[src/rtl/if_id_buf.sv]
// if_id_buf: DEPTH-entry in-order instruction buffer between fetch and decode.
// It shows NOP_INST at address 0 to decode whenever it is empty or has just been flushed.
module if_id_buf #(
  parameter int ADDR_WIDTH = 32,
  parameter int DATA_WIDTH = 32,
  parameter int DEPTH = 4,
  parameter logic [DATA_WIDTH-1:0] NOP_INST = 32'h00000013
) (
  input  logic                         clk_i,
  input  logic                         rst_i,
  input  logic [ADDR_WIDTH-1:0]        inst_addr_i,
  input  logic [DATA_WIDTH-1:0]        inst_i,
  input  logic                         valid_i,
  output logic                         ready_o,
  output logic [ADDR_WIDTH-1:0]        inst_addr_o,
  output logic [DATA_WIDTH-1:0]        inst_o,
  output logic                         valid_o,
  input  logic                         stall_i,
  input  logic                         flush_i,
  output logic [$clog2(DEPTH+1)-1:0]   count_o
);
  localparam int PW = $clog2(DEPTH);
  localparam int CW = $clog2(DEPTH+1);
  logic [ADDR_WIDTH-1:0] addr_mem [DEPTH];
  logic [DATA_WIDTH-1:0] inst_mem [DEPTH];
  logic [PW-1:0] wr_ptr, rd_ptr;
  logic [CW-1:0] count;
  logic push, pop;
  assign ready_o = count != CW'(DEPTH);
  assign valid_o = count != '0;
  assign push = valid_i & ready_o;
  assign pop = valid_o & ~stall_i;
  assign count_o = count;
  assign inst_addr_o = valid_o ? addr_mem[rd_ptr] : '0;
  assign inst_o = valid_o ? inst_mem[rd_ptr] : NOP_INST;
  always_ff @(posedge clk_i) begin
    if (rst_i || flush_i) begin
      wr_ptr <= '0;
      rd_ptr <= '0;
      count <= '0;
    end else begin
      if (push) wr_ptr <= wr_ptr + PW'(1);
      if (pop) rd_ptr <= rd_ptr + PW'(1);
      count <= count + CW'(push) - CW'(pop);
    end
  end
  // Storage needs no reset: nothing reads it while count is 0.
  always_ff @(posedge clk_i) begin
    if (push) begin
      addr_mem[wr_ptr] <= inst_addr_i;
      inst_mem[wr_ptr] <= inst_i;
    end
  end
endmodule

[config.mk]
export PLATFORM = sky130hd
export DESIGN_NAME = if_id_buf
export DESIGN_NICKNAME = d
export VERILOG_FILES = /design/src/rtl/if_id_buf.sv
export SDC_FILE = /design/constraint.sdc
export NUM_CORES = 1
export LEC_CHECK = 0
export CAP_MARGIN = 10
export CORE_UTILIZATION = 50
export CTS_CLUSTER_DIAMETER = 150
export DETAILED_ROUTE_END_ITERATION = 6
export PLACE_DENSITY = 0.74
export SLEW_MARGIN = 10
export SYNTH_ARGS = -nofsm -noshare
export SYNTH_HDL_FRONTEND = slang
export SYNTH_SLANG_ARGS = --single-unit
export TNS_END_PERCENT = 1
[constraint.sdc]
create_clock -name clk_i -period 5.85 [get_ports clk_i]
set_clock_uncertainty 0.2 [all_clocks]
set_input_delay 1.17 -clock clk_i [delete_from_list [all_inputs] [get_ports clk_i]]
set_output_delay 1.17 -clock clk_i [all_outputs]
set_load 0.02 [all_outputs]
=== After elaboration in Yosys (flattened, before gate mapping) ===
Memories as Yosys holds them, arrays and structs flattened. A register that Yosys moved wholly into a read port is not among the register bits.
Cells that the tools add are included.
W data, S select, Z words.

* Bits of input ports: 69
* RAM bits: 256
* Memories kept: 2
* Logic and storage cells: 23
* Flip-flop bits (word level): 7
* Output and inout port bits: 69

{| class="wikitable"
|+ Memory list
! memory !! depth !! width !! rd ports !! clocked after memory_dff !! wr ports !! RTL line !! RTL
|-
| addr_mem || 4 || 32 || 1 || 1 || 1 || 24 || <nowiki>logic [ADDR_WIDTH-1:0] addr_mem [DEPTH];</nowiki>
|-
| inst_mem || 4 || 32 || 1 || 1 || 1 || 25 || <nowiki>logic [DATA_WIDTH-1:0] inst_mem [DEPTH];</nowiki>
|}

* Equal/unequal tests: 1
* Bitwise logic cells: 3
* Reductions and logical operators: 2
* Add/subtract/negate cells: 4
* Multiplexer cells: 8

{| class="wikitable"
|+ Operator list
! cell !! count
|-
| $mux W32 || 2
|-
| $mux W2 || 4
|-
| $add A2 B1 Y2 const B || 2
|-
| $add A3 B1 Y3 || 1
|-
| $ne A3 B3 Y1 const B || 1
|-
| $reduce_bool A3 Y1 || 1
|-
| $sub A3 B1 Y3 || 1
|-
| $and A1 B1 Y1 || 2
|-
| $mux W1 || 2
|-
| $logic_or A1 B1 Y1 || 1
|-
| $not A1 Y1 || 1
|}

=== Longest topological paths before layout ===
Gate-level depths: netlist of the first run.

* Depth in word-level cells: 4
* Gate-level depth with buffers: 11

=== Least setup slack after synthesis of the first run ===
No wires, ideal clock.

* Path type: in2reg
* Start: input valid_i
* End: memory addr_mem[0][0], enable pin
* Required time: 5221 ps
* Arrival time: 2715 ps
* Buffers on the path: 0
* Path slack: 2506 ps
* Library setup time: 429 ps
* Cell stages on the path: 1
* Path through: and3_1

* Longest elaborated chain between the ends: 3

{| class="wikitable"
|+ Ends and longest elaborated chain
! item !! RTL line !! RTL
|-
| start: declaration || 13 || <nowiki>input logic valid_i,</nowiki>
|-
| $and A1 B1 Y1 || 31 || <nowiki>assign push = valid_i & ready_o;</nowiki>
|-
| $mux W1 || 49 || <nowiki>if (push) begin</nowiki>
|-
| $mux W1 (implied by the code) || 50 || <nowiki>addr_mem[wr_ptr] <= inst_addr_i;</nowiki>
|-
| end: declaration || 24 ||
|}

Every way passes these cells.

==> results of run 1 <==
==> logic make-up after synthesis <==
logic type	after synthesis	share of synthesized area (%)
flip-flops	265	77.1
XOR/XNOR	2	0.172
adder cells (fa/ha/maj)	7	0.931
buffers and inverters	27	2.11
AO/OA/AOI/OAI	6	0.343
multiplexers	65	14.4
AND/OR/NAND/NOR	83	5.01
==> sequential cells by signal, indices dropped and copies added (netlist names), named ones only <==
signal	count
addr_mem	128
rd_ptr	2
wr_ptr	2
inst_mem	128
count_o	3
==> cell usage in the layout (no fill, tap or decap), types with 5 or more instances in the layout <==
master / netlist / final
clkinv_1: 0 / 6
mux4_2: 60 / 60
dfxtp_1: 9 / 7
and2_1: 63 / 63
inv_1: 7 / 6
ha_1: 6 / 6
clkbuf_1: 6 / 5
clkbuf_16: 0 / 27
edfxtp_1: 256 / 256
clkdlybuf4s50_1: 0 / 137
==> power groups by stage <==
stage | Combinational (mW) | Sequential, mW | Clock [mW]
global route | 0.419 | 2.17 | 1.73
global placement | 0.389 | 2.20 | 0
finish | 0.390 | 2.16 | 1.64
floorplan | 0.205 | 2.19 | 0
CTS | 0.398 | 2.16 | 1.66
detailed placement | 0.396 | 2.20 | 0
==> worst reg2reg max path, stage by stage, from the launching register on <==
cell and delay, ps:
dfxtp_1 380, nor3_2 520, nor2_1 150, ha_1 300
inv_1 70, ha_1 140, inv_1 50, fa_1 410
xnor2_1 150, xnor2_1 120, and2_1 150
==> area by class of cell <==
type	count	share of cell area (%)
timing repair buffer	139	11.0
multi-input combinational	163	17.0
sequential	265	62.4
inverter	7	0.208
tap	265	2.63
clock buffer	35	5.83
clock inverter	13	0.873
==> cell usage after synthesis (all sizes together) (2+ instances only) <==
cell type | n | share of area (%)
and2 | 63 | 3.9
and3 | 4 | 0.25
buf | 13 | 1.6
clkbuf | 7 | 0.27
dfxtp | 9 | 1.8
edfxtp | 256 | 75
ha | 6 | 0.74
inv | 7 | 0.26
mux4 | 64 | 14
nand2 | 4 | 0.15
nor2 | 2 | 0.074
nor3 | 2 | 0.15
nor3b | 2 | 0.15
o21ai | 4 | 0.20
or2 | 3 | 0.18
xnor2 | 2 | 0.17
==> per-stage QoR <==
stage / worst slack (ps) / hold slack [ps] / utilization (%)
after CTS: 1210 / 303 / 64.0
after detailed placement: 1800 / 292 / 59.7
after global routing: 1110 / 327 / 64.0
final: 1340 / 297 / 64.0
after floorplan: 2510 / 246 / -
after global placement: 1790 / 252 / 59.7
==> how the worst max path moves through the flow <==
stage	startpoint	to	slack, ps	cells past startpoint
finish	flop	inst_o[30]	1340	4
floorplan	valid_i	addr_mem[0][0]	2510	1
detailed placement	flop	inst_o[30]	1800	4
global route	flop	inst_o[24]	1110	4
CTS	flop	inst_o[30]	1210	4
global placement	flop	inst_o[24]	1790	4
==> routing by layer <==
| metal | vias up | share of wire [%] |
|---|---|---|
| met5 | - | 0 |
| met4 | 0 | 2.7 |
| met3 | 35 | 5.9 |
| met2 | 126 | 50 |
| met1 | 2496 | 41 |
| li1 | 2142 | - |
==> results.json, run 1 <==
{
  "postRouteWirelength_mm": 18.1,
  "cts-buffers-inserted": 27,
  "final_net_count": 679,
  "die_area_sq_um": 21000,
  "number_of_antenna_violations_at_the_first_check_in_global_routing": 0,
  "detailedPlacementHpwl_mm": 9.97,
  "htree_levels": 1,
  "fmax_ghz": 0.222,
  "first_global_vias": 5187,
  "clock_power_share_pct": 39.1,
  "multiInputGateArea_sq_um": 2150,
  "clkTransAtPathRegs_ps": 60,
  "crit_path_cell_trace": "buf_4 -> mux4_2 -> and2_1 -> clkdlybuf4s50_1",
  "synthesis.nets": 531,
  "kind_of_path_behind_the_tightest_hold_check": "flop to flop",
  "worstPathArrival_ps": 3140,
  "gpl.final_weighted_congestion": 0.726,
  "finalSetupViolations": 0,
  "grt_usage_pct": 17.8,
  "setup_crit_end_kind": "primary output",
  "n_antenna_cell": 0,
  "comb_power_share_pct": 9.3,
  "cts_hold_repair.buffers": 0,
  "slowest_stage": "dfxtp_4",
  "clock-root-buffer": "clkbuf_16",
  "vias": 4799,
  "power_leakage_nw": 4.01,
  "global_route.overflow_total": 0,
  "postPlaceCellArea_sq_um": 11800,
  "run_status": "finished, final reports clean",
  "chipHeight_um": 145,
  "syn_to_final_growth_pct": 23.5,
  "tritoncts": "built",
  "design_power_total_mw": 4.19,
  "final_layout_size_suffix_gt1_share_pct": 17.2,
  "use_met2_pct": 31.1,
  "postSynthRegisterBits": 265,
  "cpLargestDelayFamily": "flip-flops",
  "drtPass1Iterations": 4,
  "synth_cell_types": 28,
  "wire_length_of_the_first_global_routing_pass_mm": 27.6,
  "min_delay_path_depth": 2,
  "timing.rr.end": "count_o[2]",
  "worst_skew_pair.late_latency_ps": 530,
  "synth_area_per_cell_sq_um": 22.4,
  "critical_path.max_fanout": 48,
  "slowest_delay_ps": 980,
  "core_region_area_sq_um": 19700,
  "drc": 0,
  "seq_area_sq_um": 7880,
  "synthCells": 455,
  "slew_hr_pct": 31.2,
  "postSynth.topFlopCell": "edfxtp_1",
  "intPower_mw": 3.30,
  "detail_route.wl_per_cell_um": 20.4,
  "detail_route.iter0.violations": 253,
  "synth_area_sq_um": 10200,
  "timing.rr.start": "count_o[1]",
  "ant_nets": 0,
  "ctsLongestPathBuffers": 3,
  "critical_path.n_buffers_inverters": 2,
  "net-switching-power_mw": 0.883,
  "finalCriticalPeriod_ps": 4510,
  "hold_start": "rd_ptr[0]",
  "fraction_of_synthesis_flops_using_an_asynchronous_set_or_reset_pin_pct": 0,
  "sequentialPowerShare_pct": 51.6,
  "unrepaired_setup_endpoints_after_global_routing": "no",
  "cts.repair_timing.setup_buffer_count": 0,
  "ws_path_type": "flop to primary output",
  "hold_viol": 0,
  "fp-row-count": 51,
  "critPathLaunchType": "flop",
  "number_of_enable_flip_flop_cells_after_synthesis": 256,
  "clkSinkCount": 265,
  "ios": 138,
  "synth_seq_area_share_pct": 77.1,
  "yosys_warnings": 0,
  "timing.final.max_slew_violations": 0,
  "grt_max_degree": 65,
  "dp_cells": 839,
  "cellPowerDensity_nw_per_um2": 332,
  "totalNegativeSetupSlack_ps": 0,
  "io_buffer_count": 137,
  "tightest_slew_ps": 1030,
  "stdcell_area_sq_um": 12600,
  "drv.max_cap_violation_count": 0,
  "worst_ir_drop_vdd_v": 0.000281,
  "global_route.usage.met3_pct": 4.24,
  "power_switching_share_pct": 21.1,
  "fin_crit_sh_pct": 77.2,
  "global_route_layer_with_the_greatest_usage": "met2",
  "grt.met1_usage_pct": 21.9,
  "cts-resized-gates": 0,
  "initial_utilization_pct": 51.8,
  "n_fill_cell": 1345,
  "regToRegSetupSlack_ps": 3110,
  "routed_vias_inst": 5.41,
  "critical_path_required_ps": 4480,
  "stdcell_count": 887,
  "rr_worst_depth": 10,
  "floorplan.die.width_um": 145
}
Power figures use the tool's default switching activity.
==> inputs of run 2 (changes only) <==
==> constraint.sdc (replaced) <==
create_clock -name clk_i -period 4.6 [get_ports clk_i]
set_clock_uncertainty 0.2 [all_clocks]
set_input_delay 0.92 -clock clk_i [delete_from_list [all_inputs] [get_ports clk_i]]
set_output_delay 0.92 -clock clk_i [all_outputs]
set_load 0.02 [all_outputs]
==> run 2 against run 1 <==
Total power rose by 28%; design area rose by 0.27%; final cell count up 0.34%; setup slack worse by 790 ps; register-to-register slack got worse by 1300 ps; core utilization is 0.17 points higher; clock-buffer cell count rose by 1; combinational power is 29% higher; sequential share of layout area decreased by 0.17 points; first-iteration DRC count is 13% higher; critical endpoint is now inst_o[22]; largest power group unchanged; highest routed layer unchanged.
==> results.json, run 2 (synthesis gave the netlist of run 1 again) <==
{
  "clock_power_share_pct": 39.2,
  "cellPowerDensity_nw_per_um2": 422,
  "hold_viol": 0,
  "comb_power_share_pct": 9.4,
  "drv.max_cap_violation_count": 0,
  "rr_worst_depth": 11,
  "ctsLongestPathBuffers": 3,
  "fin_crit_sh_pct": 88.2,
  "drc": 0,
  "vias": 4780,
  "die_area_sq_um": 21000,
  "timing.rr.end": "count_o[2]",
  "gpl.final_weighted_congestion": 0.786,
  "n_antenna_cell": 0,
  "power_leakage_nw": 4.02,
  "regToRegSetupSlack_ps": 1840,
  "fp-row-count": 51,
  "run_status": "finished, final reports clean",
  "kind_of_path_behind_the_tightest_hold_check": "flop to flop",
  "finalCriticalPeriod_ps": 4060,
  "sequentialPowerShare_pct": 51.4,
  "cts-resized-gates": 0,
  "final.hold.worst_slack_ps": 290,
  "timing.rr.start": "count_o[2]",
  "intPower_mw": 4.22,
  "detailedPlacementHpwl_mm": 10.3,
  "worst_ir_drop_vdd_v": 0.000320,
  "postRouteWirelength_mm": 18.3,
  "final_common_cell": "edfxtp_1",
  "detail_route.wl_per_cell_um": 20.5,
  "clkTransAtPathRegs_ps": 60,
  "setup_crit_end_kind": "primary output",
  "worst_skew_pair.late_latency_ps": 530,
  "timing.final.max_slew_violations": 0,
  "post-route-util_pct": 64.1,
  "drtPass1Iterations": 4,
  "power_switching_share_pct": 20.9,
  "critPathLaunchType": "flop",
  "core_region_area_sq_um": 19700,
  "critical_path.max_fanout": 62,
  "tritoncts": "built",
  "chipHeight_um": 145,
  "min_delay_path_depth": 2,
  "design_power_total_mw": 5.34,
  "routed_vias_inst": 5.37,
  "global_route.overflow_total": 0,
  "final_net_count": 681,
  "cts.repair_timing.setup_buffer_count": 0,
  "ws_path_type": "flop to primary output",
  "tightest_slew_ps": 1030,
  "htree_levels": 1,
  "clkSinkCount": 265,
  "stdcell_count": 890,
  "first_global_vias": 5135,
  "fmax_ghz": 0.246,
  "io_buffer_count": 137,
  "finalSetupViolations": 0,
  "worstPathArrival_ps": 2940,
  "ios": 138,
  "grt_usage_pct": 17.9,
  "cts-buffers-inserted": 27,
  "detail_route.iter0.violations": 285,
  "critical_path_required_ps": 3480,
  "net-switching-power_mw": 1.12,
  "slew_hr_pct": 31.4,
  "ant_nets": 0,
  "dp_cells": 841,
  "hold_start": "rd_ptr[1]",
  "totalNegativeSetupSlack_ps": 0,
  "mostFrequentLayoutCells": "edfxtp_1 (256), clkdlybuf4s50_1 (137), and2_1 (63)",
  "grt_max_degree": 65,
  "syn_to_final_growth_pct": 23.9,
  "initial_utilization_pct": 51.8,
  "unrepaired_setup_endpoints_after_global_routing": "no",
  "number_of_antenna_violations_at_the_first_check_in_global_routing": 0,
  "floorplan.die.width_um": 145,
  "final_layout_size_suffix_gt1_share_pct": 17.4,
  "clock-root-buffer": "clkbuf_16",
  "cts_hold_repair.buffers": 0,
  "wire_length_of_the_first_global_routing_pass_mm": 27.8
}
-- run 2: power groups by stage --
stage / logic, mW / clock network [mW] / registers (mW)
floorplan: 0.261 / 0 / 2.79
global placement: 0.503 / 0 / 2.79
detailed placement: 0.509 / 0 / 2.80
CTS: 0.513 / 2.14 / 2.74
global route: 0.540 / 2.23 / 2.75
finish: 0.503 / 2.09 / 2.74
-- run 2: area by class of cell --
| cell class | instances | area (sq um) |
|---|---|---|
| Clock buffer | 36 | 709 |
| Sequential cell | 265 | 7880 |
| Inverter | 7 | 26.3 |
| Fill cell | 1360 | 7070 |
| Tap cell | 265 | 332 |
| Clock inverter | 13 | 143 |
| Timing Repair Buffer | 141 | 1410 |
| Multi-Input combinational cell | 163 | 2150 |
-- run 2: worst max-delay path by stage --
stage / startpoint / end / slack (ps) / depth (start not counted)
2_1_floorplan: count_o[1] / addr_mem[0][0] / 1480 / 3
3_3_place_gp: flop / inst_addr_o[10] / 1090 / 4
3_5_place_dp: flop / inst_addr_o[24] / 1080 / 4
4_1_cts: count_o[1] / inst_o[22] / 500 / 4
5_1_grt: count_o[1] / inst_o[22] / 340 / 4
6_report: count_o[1] / inst_o[22] / 540 / 4
-- run 2: layer usage --
layer	wire, um	global-route usage [%]	vias up
met5	0	0	-
met4	323	4.21	0
met3	1140	3.85	29
met2	9340	31.5	155
met1	7480	22.7	2439
li1	-	-	2157
-- run 2: critical path: stages (launching register included) --
cell             delay [ps]
dfxtp_1                 380
nor3_2                  530
inv_2                   580
and2_1                  350
clkdlybuf4s50_1         560
-- run 2: stage by stage --
step	worst slack [ps]	instance area, sq um
finish	542	12600
global route	344	12600
CTS	496	12600
detailed placement	1080	11800
global placement	1090	11800
floorplan	1480	10200
==> inputs of run 3 (changes only) <==
--- a/config.mk
+++ b/config.mk
@@ -8,6 +8,7 @@
 export CAP_MARGIN = 10
 export CORE_UTILIZATION = 50
 export CTS_CLUSTER_DIAMETER = 150
+export CTS_CLUSTER_SIZE = 20
 export DETAILED_ROUTE_END_ITERATION = 6
 export PLACE_DENSITY = 0.74
 export SLEW_MARGIN = 10
==> run 3 against run 2 <==
Global-route usage shrank 0.13 points; final cell count shrank 2.8%; combinational power is essentially flat; maximum frequency grew 2.3%; flip-flop and latch count is the same; non-clock buffer count is the same; critical path type unchanged; first-iteration DRC count shrank 15%; hold slack lost 4.4 ps; design area shrank 3.1%; sequential share of layout area grew 2.0 points; sequential power is essentially flat.
==> results.json, run 3 (synthesis gave the netlist of run 1 again) <==
{
  "grt_max_degree": 65,
  "clock-root-buffer": "clkbuf_16",
  "clock_power_share_pct": 30.3,
  "n_antenna_cell": 0,
  "global_route.overflow_total": 0,
  "worstPathArrival_ps": 2850,
  "mostFrequentLayoutCells": "edfxtp_1 (256), clkdlybuf4s50_1 (137), and2_1 (63)",
  "kind_of_path_behind_the_tightest_hold_check": "flop to flop",
  "worst_ir_drop_vdd_v": 0.000267,
  "gpl.final_weighted_congestion": 0.786,
  "drc": 0,
  "final_net_count": 671,
  "drv.max_cap_violation_count": 0,
  "ws_path_type": "flop to primary output",
  "power_switching_share_pct": 21.3,
  "core_region_area_sq_um": 19700,
  "finalSetupViolations": 0,
  "syn_to_final_growth_pct": 20.1,
  "post-route-util_pct": 62.2,
  "net-switching-power_mw": 0.988,
  "cts_hold_repair.buffers": 0,
  "first_global_vias": 5039,
  "number_of_antenna_violations_at_the_first_check_in_global_routing": 0,
  "ctsLongestPathBuffers": 3,
  "stdcell_count": 865,
  "multiInputGateArea_sq_um": 2150,
  "io_buffer_count": 137,
  "drtPass1Iterations": 4,
  "stdcell_area_sq_um": 12300,
  "finalCriticalPeriod_ps": 3970,
  "totalNegativeSetupSlack_ps": 0,
  "timing.final.max_slew_violations": 0,
  "critPathLaunchType": "flop",
  "tritoncts": "built",
  "cellPowerDensity_nw_per_um2": 379,
  "fin_crit_sh_pct": 86.2,
  "clkTransAtPathRegs_ps": 80,
  "detail_route.wl_per_cell_um": 20.8,
  "cts.repair_timing.setup_buffer_count": 0,
  "tightest_slew_ps": 1020,
  "cts-buffers-inserted": 17,
  "final_layout_size_suffix_gt1_share_pct": 15.0,
  "floorplan.die.width_um": 145,
  "postPlaceCellArea_sq_um": 11800,
  "ant_nets": 0,
  "comb_power_share_pct": 10.8,
  "seq_area_sq_um": 7880,
  "setup_crit_end_kind": "primary output",
  "postRouteWirelength_mm": 18.0,
  "cts-resized-gates": 0,
  "slew_hr_pct": 31.8,
  "n_fill_cell": 1387,
  "critical_path_required_ps": 3480,
  "hold_viol": 0,
  "critical_path.max_fanout": 62,
  "chipHeight_um": 145,
  "vias": 4708,
  "wire_length_of_the_first_global_routing_pass_mm": 27.5,
  "die_area_sq_um": 21000,
  "run_status": "finished, final reports clean",
  "intPower_mw": 3.66,
  "ios": 138,
  "fp-row-count": 51,
  "worst_skew_pair.late_latency_ps": 470,
  "clkSinkCount": 265,
  "initial_utilization_pct": 51.8,
  "unrepaired_setup_endpoints_after_global_routing": "no",
  "fmax_ghz": 0.252,
  "final_common_cell": "edfxtp_1",
  "htree_levels": 1,
  "routed_vias_inst": 5.44,
  "detailedPlacementHpwl_mm": 10.3,
  "power_leakage_nw": 3.83,
  "grt_usage_pct": 17.8,
  "sequentialPowerShare_pct": 58.9,
  "dp_cells": 841,
  "detail_route.iter0.violations": 242
}
-- run 3: path summary, 6_finish.rpt --
check | from | end | slack (ps) | cells past startpoint
min reg2reg | rd_ptr[1] | flop | 290 | 2
min | rd_ptr[1] | flop | 290 | 2
max reg2reg | count_o[2] | count_o[2] | 1830 | 11
max | count_o[1] | inst_o[22] | 630 | 4
-- run 3: worst max-delay path, stage by stage, from the launching register on --
cell and delay, ps:
dfxtp_1 380, nor3_2 520, inv_2 560, and2_1 350, clkdlybuf4s50_1 550
-- run 3: area by class of cell --
class	count	area share (%)
repair buffers	141	11.5
multi-input cells	163	17.5
flip-flops and latches	265	64.3
clock inverters	1	0.133
well taps	265	2.71
clock buffers	23	3.65
inverters	7	0.214
-- run 3: layer usage --
| layer | share of wire [%] | vias to the layer above | track usage, % |
|---|---|---|---|
| met4 | 1.1 | 0 | 3.32 |
| met2 | 51 | 149 | 31.5 |
| met3 | 5.5 | 16 | 3.62 |
| li1 | - | 2115 | - |
| met1 | 42 | 2428 | 22.9 |
| met5 | 0 | - | 0 |
-- run 3: power groups by stage --
stage          Sequential, mW  Combinational (mW)  Clock (mW)
4_1_cts                  2.74               0.513        1.45
3_5_place_dp             2.80               0.509           0
2_1_floorplan            2.79               0.261           0
5_1_grt                  2.75               0.539        1.53
3_3_place_gp             2.79               0.503           0
6_report                 2.74               0.502        1.41
-- run 3: stage by stage --
| stage | setup slack (ps) | power [mW] | hold slack [ps] |
|---|---|---|---|
| after detailed placement | 1080 | 3.30 | 270 |
| after floorplan | 1480 | 3.05 | 246 |
| final | 633 | 4.65 | 286 |
| after CTS | 556 | 4.70 | 284 |
| after global placement | 1090 | 3.29 | 255 |
| after global routing | 391 | 4.82 | 296 |
